===== src/rtl/bus_arb_pkg.sv =====
// Shared state encoding and helpers for the round-robin bus arbiter.
package bus_arb_pkg;

    typedef enum logic [1:0] {IDLE, POP, DELIVER} arb_state_t;

    localparam int DST_W = 8;

    // The round-robin pointer moves to the driver after the one just served.
    function automatic logic [3:0] next_rr(input logic [3:0] ptr, input int n);
        if (int'(ptr) + 1 >= n) begin
            return 4'd0;
        end
        return ptr + 4'd1;
    endfunction

endpackage


===== src/rtl/bus_rr_arbiter_rr_select.sv =====
// Rotating priority search: the first pending driver at or after rr_ptr, wrapping modulo drvrs.
module rr_select
    import bus_arb_pkg::*;
#(
    parameter int drvrs = 4
) (
    input  logic [drvrs-1:0] pndng,
    input  logic [3:0]       rr_ptr,
    output logic [3:0]       grant,
    output logic             any_req
);

    // Offset k from the pointer maps to driver j either directly or after one wrap.
    always_comb begin
        grant   = '0;
        any_req = 1'b0;
        for (int k = 0; k < drvrs; k++) begin
            for (int j = 0; j < drvrs; j++) begin
                if (!any_req && pndng[j] &&
                    ((int'(rr_ptr) + k == j) || (int'(rr_ptr) + k == j + drvrs))) begin
                    grant   = 4'(j);
                    any_req = 1'b1;
                end
            end
        end
    end

endmodule


===== src/rtl/bus_rr_arbiter.sv =====
// Round-robin arbiter/router for the shared packet bus: grant, pop, decode header, push to destination.
// Define BUS_BCAST_EN to deliver headers equal to bcast_id to every driver except the sender.
module bus_rr_arbiter
    import bus_arb_pkg::*;
#(
    parameter int               drvrs    = 4,
    parameter int               pckg_sz  = 16,
    parameter logic [DST_W-1:0] bcast_id = 8'hFF
) (
    input  logic                       clk,
    input  logic                       reset,
    input  logic [drvrs-1:0]           pndng,
    input  logic [drvrs*pckg_sz-1:0]   D_pop,
    output logic [drvrs-1:0]           pop,
    output logic [drvrs-1:0]           push,
    output logic [pckg_sz-1:0]         D_push,
    output logic                       busy,
    output logic [3:0]                 grant_id,
    output logic                       err
);

    arb_state_t         state;
    logic [3:0]         rr_ptr;
    logic [3:0]         sel_id;
    logic               any_req;
    logic [pckg_sz-1:0] pkt_reg;
    logic [pckg_sz-1:0] head_pkt;
    logic               granted_pndng;
    logic [DST_W-1:0]   dst;
    logic               unicast_ok;
    logic               dst_bcast;

    rr_select #(.drvrs(drvrs)) u_rr_select (
        .pndng   (pndng),
        .rr_ptr  (rr_ptr),
        .grant   (sel_id),
        .any_req (any_req)
    );

    always_comb begin
        head_pkt      = '0;
        granted_pndng = 1'b0;
        for (int i = 0; i < drvrs; i++) begin
            if (int'(grant_id) == i) begin
                head_pkt      = D_pop[i*pckg_sz +: pckg_sz];
                granted_pndng = pndng[i];
            end
        end
    end

    assign dst        = pkt_reg[pckg_sz-1 -: DST_W];
    assign unicast_ok = (int'(dst) < drvrs) && (dst != DST_W'(grant_id));
    assign dst_bcast  = (dst == bcast_id);

    // A request withdrawn during POP returns to IDLE without moving the pointer.
    always_ff @(posedge clk or posedge reset) begin
        if (reset) begin
            state    <= IDLE;
            grant_id <= '0;
            rr_ptr   <= '0;
            pkt_reg  <= '0;
        end else begin
            case (state)
                IDLE: begin
                    if (any_req) begin
                        grant_id <= sel_id;
                        state    <= POP;
                    end
                end
                POP: begin
                    if (granted_pndng) begin
                        pkt_reg <= head_pkt;
                        state   <= DELIVER;
                    end else begin
                        state <= IDLE;
                    end
                end
                DELIVER: begin
                    rr_ptr <= next_rr(grant_id, drvrs);
                    state  <= IDLE;
                end
                default: state <= IDLE;
            endcase
        end
    end

    always_comb begin
        pop  = '0;
        push = '0;
        err  = 1'b0;
        for (int j = 0; j < drvrs; j++) begin
            if (state == POP && granted_pndng && int'(grant_id) == j) begin
                pop[j] = 1'b1;
            end
`ifdef BUS_BCAST_EN
            if (state == DELIVER && dst_bcast && int'(grant_id) != j) begin
                push[j] = 1'b1;
            end
`endif
            if (state == DELIVER && unicast_ok && int'(dst) == j) begin
                push[j] = 1'b1;
            end
        end
`ifdef BUS_BCAST_EN
        err = (state == DELIVER) && !unicast_ok && !dst_bcast;
`else
        // Broadcast headers are ordinary drops when the feature is absent.
        err = (state == DELIVER) && (!unicast_ok || dst_bcast);
`endif
    end

    assign D_push = pkt_reg;
    assign busy   = (state != IDLE);

endmodule


===== config.mk =====
export PLATFORM = sky130hd
export DESIGN_NAME = bus_rr_arbiter
export DESIGN_NICKNAME = d
export VERILOG_FILES = /design/src/rtl/bus_arb_pkg.sv /design/src/rtl/bus_rr_arbiter_rr_select.sv /design/src/rtl/bus_rr_arbiter.sv
export SDC_FILE = /design/constraint.sdc
export NUM_CORES = 1
export LEC_CHECK = 0
export BUFFER_PORTS_ARGS = -buffer_cell sky130_fd_sc_hd__buf_2
export CORE_ASPECT_RATIO = 0.9
export CORE_MARGIN = 3
export CORE_UTILIZATION = 40
export CTS_BUF_LIST = sky130_fd_sc_hd__clkbuf_8
export CTS_CLUSTER_DIAMETER = 60
export DETAILED_ROUTE_END_ITERATION = 8
export PLACE_DENSITY_LB_ADDON = 0.08
export RECOVER_POWER = 50
export SYNTH_ARGS = -nofsm -noshare
export SYNTH_HDL_FRONTEND = slang
export SYNTH_SLANG_ARGS = --single-unit

===== constraint.sdc =====
create_clock -name clk -period 3.69 [get_ports clk]
set_input_delay 0.1845 -clock clk [delete_from_list [all_inputs] [get_ports clk]]
set_output_delay 0.1845 -clock clk [all_outputs]
set_load 0.02 [all_outputs]

# After elaboration in Yosys (flattened, before gate mapping)
# Index checks and enable logic that the tools add are counted.
op_classes:
  n_addsub: 5
  n_mul: 0
  n_div: 0
  order_cmp: 2
  n_eq_ne: 39
  n_shift: 0
  muxes: 54
  n_bitwise: 0
  n_reduce_logical: 86
ops:
  columns: ["op", "count"]
  rows:
  - ["$eq A32 B4 Y1 const B", 12]
  - ["$eq A32 B3 Y1 const B", 6]
  - ["$logic_not A32 Y1", 4]
  - ["$eq A32 B2 Y1 const B", 3]
  - ["$mux W16", 4]
  - ["$logic_and A1 B1 Y1", 43]
  - ["$mux W2", 16]
  - ["$mux W1", 31]
  - ["$logic_or A1 B1 Y1", 17]
  - ["$eq A4 B3 Y1 const B", 4]
  - ["$eq A4 B4 Y1 const B", 4]
  - ["$eq A8 B3 Y1 const B", 2]
  - ["$logic_not A1 Y1", 16]
  - ["$add A4 B1 Y5 const B", 2]
  - ["$add A4 B2 Y5 const B", 2]
  - ["$eq A4 B2 Y1 const B", 2]
  - ["$eq A8 B2 Y1 const B", 1]
  - ["$eq A8 B8 Y1 const B", 1]
  - ["$logic_not A8 Y1", 1]
  - ["$lt A8 B3 Y1 const B", 1]
  - ["$mux W4", 2]
  - ["$ne A8 B4 Y1", 1]
  - ["$ge A5 B3 Y1 const B", 1]
  - ["$add A4 B1 Y4 const B", 1]
  - ["8 further kinds", 9]
totals:
  ff_bits: 26
  latch_bits: 0
  ramBits: 0
  rom_bits: 0
  in_bits: 70
  output_inout_bits: 30
  elab_cells: 190
  mem_count: 0

# Depth between registers and ports, before layout
# Gate-level depths: netlist of the first run.
logic_depth:
  ltp_word: 66
  ltp_mapped: 9
  depth_no_buf: 7

# Modules after synthesis
# From an unflattened synthesis of the first run, not the netlist that was laid out.
hier_totals:
  hier_cells: 227
  hier_area_um2: 2062.0
by_module_without_submodules:
  columns: ["mod", "instances", "cells_per_inst", "area_per_inst_um2", "seq_area_each_um2"]
  rows:
  - ["bus_rr_arbiter", 1, 163, 1622.8, 650.6]
  - ["rr_select", 1, 64, 439.2, 0.0]

# Least setup slack after synthesis of the first run
# No wires, ideal clock.
synth_timing:
  path_type: "register -> output"
  from: "register grant_id[0]"
  to: "output port pop[2]"
  t_arrival_ps: 2150
  required_time_ps: 3506
  setup_slack_ps: 1356
  path_stages_with_launch: 9
  path_buffers: 2
  path_cell_list: "dfrtp_1 inv_1 ha_1 buf_2 a21oi_1 a221o_1 a211o_1 buf_2 nor2_1"
synth_via:
  elab_chain_cells: 8
  word_cells_on_any_way: 11
  cone_classes: "eq/ne (3); mux (5); reduce/logical (3)"
synth_lines:
  columns: ["item", "line", "rtl"]
  rows:
  - ["start, declared", "bus_rr_arbiter.sv:18", "output logic [3:0] grant_id,"]
  - ["start signal, assigned", "bus_rr_arbiter.sv:66", "grant_id <= sel_id;"]
  - ["$logic_not A4 Y1", "bus_rr_arbiter.sv:44", "if (int'(grant_id) == i) begin"]
  - ["$mux W1 (4 in a row)", "bus_rr_arbiter.sv:44", null]
  - ["$logic_and A1 B1 Y1", "bus_rr_arbiter.sv:92", "if (state == POP && granted_pndng && int'(grant_id) == j) begin"]
  - ["$logic_and A1 B1 Y1 (*)", "bus_rr_arbiter.sv:92", null]
  - ["$mux W1 (*)", "bus_rr_arbiter.sv:92", null]
  - ["end, declared", "bus_rr_arbiter.sv:14", "output logic [drvrs-1:0] pop,"]
# Mark *: on every way between the ends. The rest lies on a longest branch, timed or not.

# Final worst setup path of the first run
layout_timing:
  from: "register grant_id[0]"
  to: "output port pop[0]"
layout_via:
  elab_chain_cells: 8
  word_cells_on_any_way: 11
  cone_classes: "eq/ne (3); mux (5); reduce/logical (3)"
layout_lines:
  columns: ["item", "line"]
  rows:
  - ["$logic_not A4 Y1", "bus_rr_arbiter.sv:44, bus_rr_arbiter.sv:92"]
  - ["$mux W1 (4 in a row)", "bus_rr_arbiter.sv:44"]
  - ["$logic_and A1 B1 Y1", "bus_rr_arbiter.sv:92"]
  - ["$logic_and A1 B1 Y1 (*)", "bus_rr_arbiter.sv:92"]
  - ["$mux W1 (*)", "bus_rr_arbiter.sv:92"]
# Marks and branches as above.

==> metrics.yaml, run 1 <==
port-buffer-count: 97
cts-root-buf: "clkbuf_8"
min_period_ns: 3.10
numCtsBuffers: 3
layout_common_cells: "84 x buf_2, 31 x a21oi_1, 30 x nand2_1"
drv_cap: 0
crit_path_end_kind: "output port"
synth.distinct_cells: 43
drive_gt1_frac: 0.328
drc: 0
setup_tns_ns: 0
first_iter_violations: 145
ys_ff_latch: 23
p_total_w: 0.00188
outcome: "completed"
syn-cell-area_sq_um: 1830
grt_pass1_vias: 1841
cp_max_fo: 16
drv_slew: 0
critPathArrivalTime_ns: 2.92
vias_per_cell: 5.23
cts_max_path_buffers: 2
place_hpwl_mm: 4.18
finClkSkew_ns: 0.00669
start_util: 0.431
postLayoutSetupSlackWorst_ns: 0.589
totalWireLength_mm: 5.26
areaGrowthSynthToFinish_pct: 28.4
rows: 22
antenna_left: 0
post_drt_wl_per_cell_um: 13.9
synth_edf_count: 0
yosys_most_used_dff: "dfrtp_1"
yosys_warnings: 0
clk_pin_slew_worst_paths_ns: 0.08
required_ns: 3.51
clock_sinks: 23
clock.fmax_ghz: 0.322
critPathLaunchType: "flip-flop"
dpl_worst_slack_ns: 0.862
ir_drop_mv: 0.370
grt_usage: 0.193
vias: 1970
async_flop_share: 1.00
hold_viol_final: 0
htreeDepth: 1
grt_setup_unrepaired: "false"
cts_setup_buffers: 0
grt_max_degree: 24
antenna_found_initial: 0
worstSkewPairLatency_ns: 0.26
finalSetupViolCount: 0
io_pins: 100
power_leakage_nw: 1.12
cp_cell_sequence: "inv_1 > ha_1 > a21oi_1 > a221o_1 > a211o_1 > clkinv_2 > and2_1 > buf_2"
worstMarginPinSlew_ns: 0.881
grt_pass1_wl_mm: 8.63
gp_congestion: 0.899
grt_remaining_overflow: 0
relSlewSlack: 0.412
drtPass1Iterations: 4
powerDensity_nw_per_um2: 800
netlist_instances: 229
ctsResizeCount: 0
syn_area_per_cell_sq_um: 7.98
final.period_utilization: 0.840
seq_area_frac_synth: 0.315
die_area_sq_um: 5410
r2r_slack_ns: 0.89
fp.dieW_um: 77.2
critPathSlowestCell: "ha_1"
cts_tree: "built"
critPathKind: "flip-flop to output port"
hp-class: "input pin to asynchronous set/reset pin"
diodes: 0
core_sq_um: 4240
fin_nets: 394
cpPeakStageDelay_ns: 0.53
postCtsHoldBufs: 0
final_common_cell: "buf_2"
die_h_um: 70.1
holdWs_ns: 0.102
[critical path: cells and delay by family (launching register included)]
family | cells | cell delay (ns)
adders and majority gates | 1 | 0.53
AOI/OAI and AO/OA | 3 | 0.85
and+or+nand+nor | 1 | 0.17
buffers and inverters | 3 | 0.66
DFF | 1 | 0.46
[report_power, final]
group	internal (W)	switching, W	total [W]
clock	0.0000741	0.0000758	0.000150
combinational	0.000506	0.000736	0.00124
sequential	0.000360	0.000124	0.000484
[registers in the layout (all words and copies together) (netlist names)]
| register | flops |
|---|---|
| D_push | 16 |
| grant_id | 2 |
| rr_ptr | 3 |
| state | 2 |
[area by class of cell]
| class | instances | area, sq um |
|---|---|---|
| Fill cell | 437 | 1890 |
| Multi-Input combinational cell | 179 | 1120 |
| Sequential cell | 23 | 576 |
| Timing Repair Buffer | 100 | 492 |
| Tap cell | 60 | 75.1 |
| Inverter | 11 | 42.5 |
| Clock buffer | 3 | 41.3 |
| Clock inverter | 1 | 3.75 |
[Yosys cell counts (3+ instances only)]
library cell | instances | area, sq um
nor3_1 | 11 | 55.1
xnor2_1 | 3 | 26.3
clkbuf_1 | 8 | 30.0
inv_1 | 10 | 37.5
mux2_4 | 6 | 90.1
mux2_2 | 4 | 45.0
nor3b_1 | 3 | 22.5
dfrtp_1 | 23 | 576
ha_1 | 6 | 75.1
a221oi_1 | 7 | 61.3
nand3b_1 | 10 | 75.1
buf_2 | 4 | 20.0
nor2b_1 | 3 | 18.8
buf_4 | 3 | 22.5
o21ai_0 | 22 | 110
nor2_1 | 14 | 52.6
and2_1 | 4 | 25.0
a21oi_1 | 31 | 155
nand2_1 | 30 | 113
[layer usage]
layer,track usage,vias to the layer above,wire length (um)
li1,-,994,-
met1,0.283,896,2520
met2,0.289,76,2290
met3,0.0490,4,395
met4,0.0316,0,50
met5,0,-,0
[metrics by stage]
step	util	cells	area (sq um)
after floorplan	-	230	1830
after global placement	0.547	373	2320
after detailed placement	0.547	373	2320
after CTS	0.557	377	2360
after global routing	0.553	377	2350
final	0.553	377	2350
[worst paths after layout]
kind | start | endpoint | cells after the start
worst min register to register | D_push[7] | D_push[7] | 2
worst min-delay path | reset | rr_ptr[1] | 2
worst max-delay path | grant_id[0] | pop[0] | 8
max in group asynchronous | reset | state[0] | 2
worst max register to register | grant_id[0] | D_push[2] | 7
min in group clk | D_pop[59] | D_push[11] | 3
[kinds of logic after synthesis]
kind of cell / after synthesis / synth area share
xor gates and xnor gates: 3 / 0.0144
buffers and inverters: 28 / 0.0760
and+or+nand+nor: 83 / 0.227
AOI/OAI and AO/OA: 74 / 0.245
muxes: 11 / 0.0795
other: 1 / 0.00205
DFF: 23 / 0.315
adders and majority gates: 6 / 0.0411
(Power assumes the default switching activity.)
==> inputs of run 2 (changes only) <==
==> constraint.sdc (replaced) <==
create_clock -name clk -period 3.2 [get_ports clk]
set_input_delay 0.16 -clock clk [delete_from_list [all_inputs] [get_ports clk]]
set_output_delay 0.16 -clock clk [all_outputs]
set_load 0.02 [all_outputs]
==> metrics.yaml, run 2 (synthesis gave the netlist of run 1 again) <==
combinationalPowerShare: 0.661
final_util: 0.559
rows: 22
setup_tns_ns: 0
cpPeakStageDelay_ns: 0.48
intPower_w: 0.00110
grt_usage: 0.200
seq_area_sq_um: 576
cts_max_path_buffers: 2
crit_path_end_kind: "output port"
hp-class: "input pin to asynchronous set/reset pin"
drv_cap: 0
multiInputGateArea_sq_um: 1120
power_leakage_nw: 1.14
clk_pin_slew_worst_paths_ns: 0.09
reg2regPathDepth: 8
worstSkewPairLatency_ns: 0.27
finalSetupViolCount: 0
areaGrowthSynthToFinish_pct: 29.8
hold_viol_final: 0
powerDensity_nw_per_um2: 934
place_hpwl_mm: 4.39
antenna_found_initial: 0
drive_gt1_frac: 0.338
cp_num_cells: 9
layout_common_cells: "84 x buf_2, 31 x a21oi_1, 30 x nand2_1"
core_sq_um: 4240
swShare: 0.502
min_period_ns: 3.00
diodes: 0
vias: 2010
gp_congestion: 0.884
cts_tree: "built"
fp.dieW_um: 77.2
grt_max_degree: 24
fill_cells: 436
r2r_slack_ns: 0.47
required_ns: 3.04
rr_endpoint: "D_push[2]"
clock_sinks: 23
postCtsHoldBufs: 0
final_common_cell: "buf_2"
cp_max_fo: 17
cp-startpoint: "grant_id[1]"
post_drt_wl_per_cell_um: 14.5
drv_slew: 0
outcome: "completed"
htreeDepth: 1
crit_path_end: "pop[0]"
critPathLaunchType: "flip-flop"
worstMarginPinSlew_ns: 0.914
clockPowerShare: 0.085
totalWireLength_mm: 5.51
critPathSlowestCell: "dfrtp_1"
first_iter_violations: 171
finClkSkew_ns: 0.00171
start_util: 0.431
vias_per_cell: 5.29
die_area_sq_um: 5410
grt_remaining_overflow: 0
place_inst: 376
ir_drop_mv: 0.345
switching_power_w: 0.00111
drc: 0
cts_setup_buffers: 0
final.period_utilization: 0.938
io_pins: 100
die_h_um: 70.1
critPathTopFamily: "buffers and inverters"
r2r_start: "grant_id[1]"
relSlewSlack: 0.390
drtPass1Iterations: 4
critPathArrivalTime_ns: 2.84
cp_cell_sequence: "inv_1 > ha_1 > buf_4 > nand3b_1 > a221o_1 > a211o_1 > inv_4 > and2_1 > buf_2"
seqPwrFrac: 0.254
final_cells: 380
largest_reg_flops: 16
fin_nets: 397
antenna_left: 0
grt_pass1_vias: 1809
numCtsBuffers: 3
holdWs_ns: 0.0723
cts-root-buf: "clkbuf_8"
crit_buf_inv: 4
grt_pass1_wl_mm: 8.85
port-buffer-count: 97
grt_setup_unrepaired: "false"
critPathKind: "flip-flop to output port"
clock.fmax_ghz: 0.333
## run 2: worst min path at each step
stage	startpoint	to	depth (start not counted)	slack, ns
2_1_floorplan	reset	D_push[0]	1	0.16
3_3_place_gp	reset	D_push[7]	2	0.40
3_5_place_dp	reset	D_push[7]	2	0.40
4_1_cts	reset	D_push[7]	2	0.10
5_1_grt	reset	D_push[7]	2	0.16
6_report	reset	D_push[7]	2	0.07
## run 2: power by group through the flow
stage | Clock [W] | Combinational [W] | Sequential, W
6_report | 0.000188 | 0.00147 | 0.000562
5_1_grt | 0.000208 | 0.00162 | 0.000587
4_1_cts | 0.000192 | 0.00148 | 0.000559
3_5_place_dp | 0 | 0.00148 | 0.000563
3_3_place_gp | 0 | 0.00146 | 0.000563
2_1_floorplan | 0 | 0.00104 | 0.000627
## run 2: cell type report
cell class | instances | area share
multi-input cells | 179 | 0.471
flip-flops and latches | 23 | 0.243
repair buffers | 103 | 0.217
well taps | 60 | 0.0317
inverters | 11 | 0.0185
clock buffers | 3 | 0.0174
clock inverters | 1 | 0.00211
## run 2: metrics by stage
step | setup slack, ns | instance area [sq um] | total power (W)
final | 0.197 | 2370 | 0.00222
after CTS | 0.173 | 2390 | 0.00224
after global routing | 0.0452 | 2370 | 0.00242
after detailed placement | 0.482 | 2340 | 0.00204
after floorplan | 0.888 | 1830 | 0.00166
after global placement | 0.574 | 2340 | 0.00202
## run 2: worst register-to-register path: stages, from the launching register on
cell	delay, ns
dfrtp_1	0.48
inv_1	0.17
ha_1	0.23
buf_4	0.18
nand3b_1	0.17
a221o_1	0.30
a211o_1	0.46
inv_4	0.27
mux2_2	0.36
## run 2: repair_timing
action                                  CTS  global route
endpoints found under the hold margin     0             0
endpoints found under the setup margin    0             3
resized for setup                         0             1
## run 2: per-layer routing
| layer | track usage | up-vias | share of wire | wire length, um |
|---|---|---|---|---|
| met5 | 0 | - | 0 | 0 |
| met1 | 0.297 | 910 | 0.46 | 2520 |
| met4 | 0.0178 | 0 | 0.0024 | 13 |
| li1 | - | 1004 | - | - |
| met2 | 0.306 | 94 | 0.45 | 2490 |
| met3 | 0.0425 | 2 | 0.089 | 489 |
==> inputs of run 3 (changes only) <==
--- a/config.mk
+++ b/config.mk
@@ -11,7 +11,9 @@
 export CORE_UTILIZATION = 40
 export CTS_BUF_LIST = sky130_fd_sc_hd__clkbuf_8
 export CTS_CLUSTER_DIAMETER = 60
+export CTS_CLUSTER_SIZE = 20
 export DETAILED_ROUTE_END_ITERATION = 8
+export HOLD_SLACK_MARGIN = 0.15
 export PLACE_DENSITY_LB_ADDON = 0.08
 export RECOVER_POWER = 50
 export SYNTH_ARGS = -nofsm -noshare
==> metrics.yaml, run 3 (synthesis gave the netlist of run 1 again) <==
required_ns: 3.04
holdWs_ns: 0.169
first_iter_violations: 183
cp_num_cells: 9
ir_drop_mv: 0.344
clock.fmax_ghz: 0.332
antenna_left: 0
grt_pass1_vias: 1820
grt_max_degree: 24
vias_per_cell: 5.36
io_pins: 100
grt_remaining_overflow: 0
fill_cells: 438
setup_tns_ns: 0
die_area_sq_um: 5410
final_area_sq_um: 2370
rows: 22
min_period_ns: 3.01
placed_cell_area_sq_um: 2340
diodes: 0
relSlewSlack: 0.395
finClkSkew_ns: 0.00199
outcome: "completed"
totalWireLength_mm: 5.57
cts_setup_buffers: 0
cts_max_path_buffers: 2
hp-class: "input pin to flip-flop"
post_drt_wl_per_cell_um: 14.6
final.period_utilization: 0.940
htreeDepth: 1
final_util: 0.560
grt_setup_unrepaired: "false"
crit_buf_inv: 4
critPathTopFamily: "buffers and inverters"
drive_gt1_frac: 0.321
worstSkewPairLatency_ns: 0.27
clock_sinks: 23
cp_cell_sequence: "inv_1 > ha_1 > buf_4 > nand3b_1 > a221o_1 > a211o_1 > inv_4 > and2_1 > buf_2"
powerDensity_nw_per_um2: 932
worstMarginPinSlew_ns: 0.907
hold_viol_final: 0
crit_path_end_kind: "output port"
rr_endpoint: "D_push[2]"
reg2regPathDepth: 8
finalSetupViolCount: 0
drc: 0
grt_usage: 0.200
crit_path_end: "pop[0]"
areaGrowthSynthToFinish_pct: 30.0
fin_nets: 398
cts-root-buf: "clkbuf_8"
critPathSlowestCell: "dfrtp_1"
start_util: 0.431
cpPeakStageDelay_ns: 0.49
clk_pin_slew_worst_paths_ns: 0.09
gp_congestion: 0.884
drv_slew: 0
place_hpwl_mm: 4.39
power_leakage_nw: 1.12
fp.dieW_um: 77.2
vias: 2043
antenna_found_initial: 0
final_common_cell: "buf_2"
critPathLaunchType: "flip-flop"
worstHoldStart: "D_pop[56]"
cts_tree: "built"
grt_pass1_wl_mm: 8.89
port-buffer-count: 97
drv_cap: 0
critPathKind: "flip-flop to output port"
layout_common_cells: "79 x buf_2, 31 x a21oi_1, 30 x nand2_1"
drtPass1Iterations: 5
cp_max_fo: 17
core_sq_um: 4240
numCtsBuffers: 3
cp-startpoint: "grant_id[1]"
critPathArrivalTime_ns: 2.85
r2r_slack_ns: 0.47
largest_reg_flops: 16
die_h_um: 70.1
r2r_start: "grant_id[1]"
## run 3: how the worst min path moves through the flow
stage,to,slack (ns),cells after the start
floorplan,D_push[0],0.16,1
global placement,D_push[7],0.40,2
detailed placement,D_push[7],0.40,2
CTS,D_push[8],0.17,3
global route,D_push[11],0.19,3
finish,D_push[8],0.17,3
## run 3: timing repair
item                       4_1_cts  5_1_grt
setup endpoints to repair        0        3
hold buffers                     1        0
hold endpoints to repair        23        0
resized for setup                0        1
## run 3: worst register-to-register path, stage by stage, from the launching register on
cell	delay, ns
dfrtp_1	0.49
inv_1	0.17
ha_1	0.23
buf_4	0.18
nand3b_1	0.17
a221o_1	0.30
a211o_1	0.46
inv_4	0.27
mux2_2	0.36
## run 3: cell type report
type                    count  area (sq um)  share of cell area
multi-input cells         179          1120               0.470
flip-flops and latches     23           576               0.242
repair buffers            104           518               0.218
well taps                  60          75.1              0.0316
inverters                  11          43.8              0.0184
clock buffers               3          41.3              0.0174
clock inverters             1          5.00             0.00211
## run 3: report_power, final
| part | switching (W) | internal [W] | leakage [nW] | total [W] |
|---|---|---|---|---|
| sequential | 0.000151 | 0.000415 | 0.292 | 0.000566 |
| combinational | 0.000864 | 0.000595 | 0.806 | 0.00146 |
| clock | 0.000101 | 0.0000872 | 0.0255 | 0.000189 |
| total | 0.00112 | 0.00110 | 1.12 | 0.00221 |
## run 3: metrics by stage
| stage | power, W | setup WS (ns) | instances |
|---|---|---|---|
| after floorplan | 0.00166 | 0.888 | 230 |
| after global placement | 0.00202 | 0.574 | 376 |
| after detailed placement | 0.00204 | 0.482 | 376 |
| after CTS | 0.00224 | 0.173 | 381 |
| after global routing | 0.00241 | 0.0429 | 381 |
| final | 0.00221 | 0.191 | 381 |
## run 3: metal layers
| metal | share of wire | track usage | vias up |
|---|---|---|---|
| met4 | 0.0023 | 0.0178 | 0 |
| met5 | 0 | 0 | - |
| met3 | 0.084 | 0.0425 | 2 |
| met1 | 0.46 | 0.298 | 931 |
| li1 | - | - | 1003 |
| met2 | 0.45 | 0.308 | 107 |
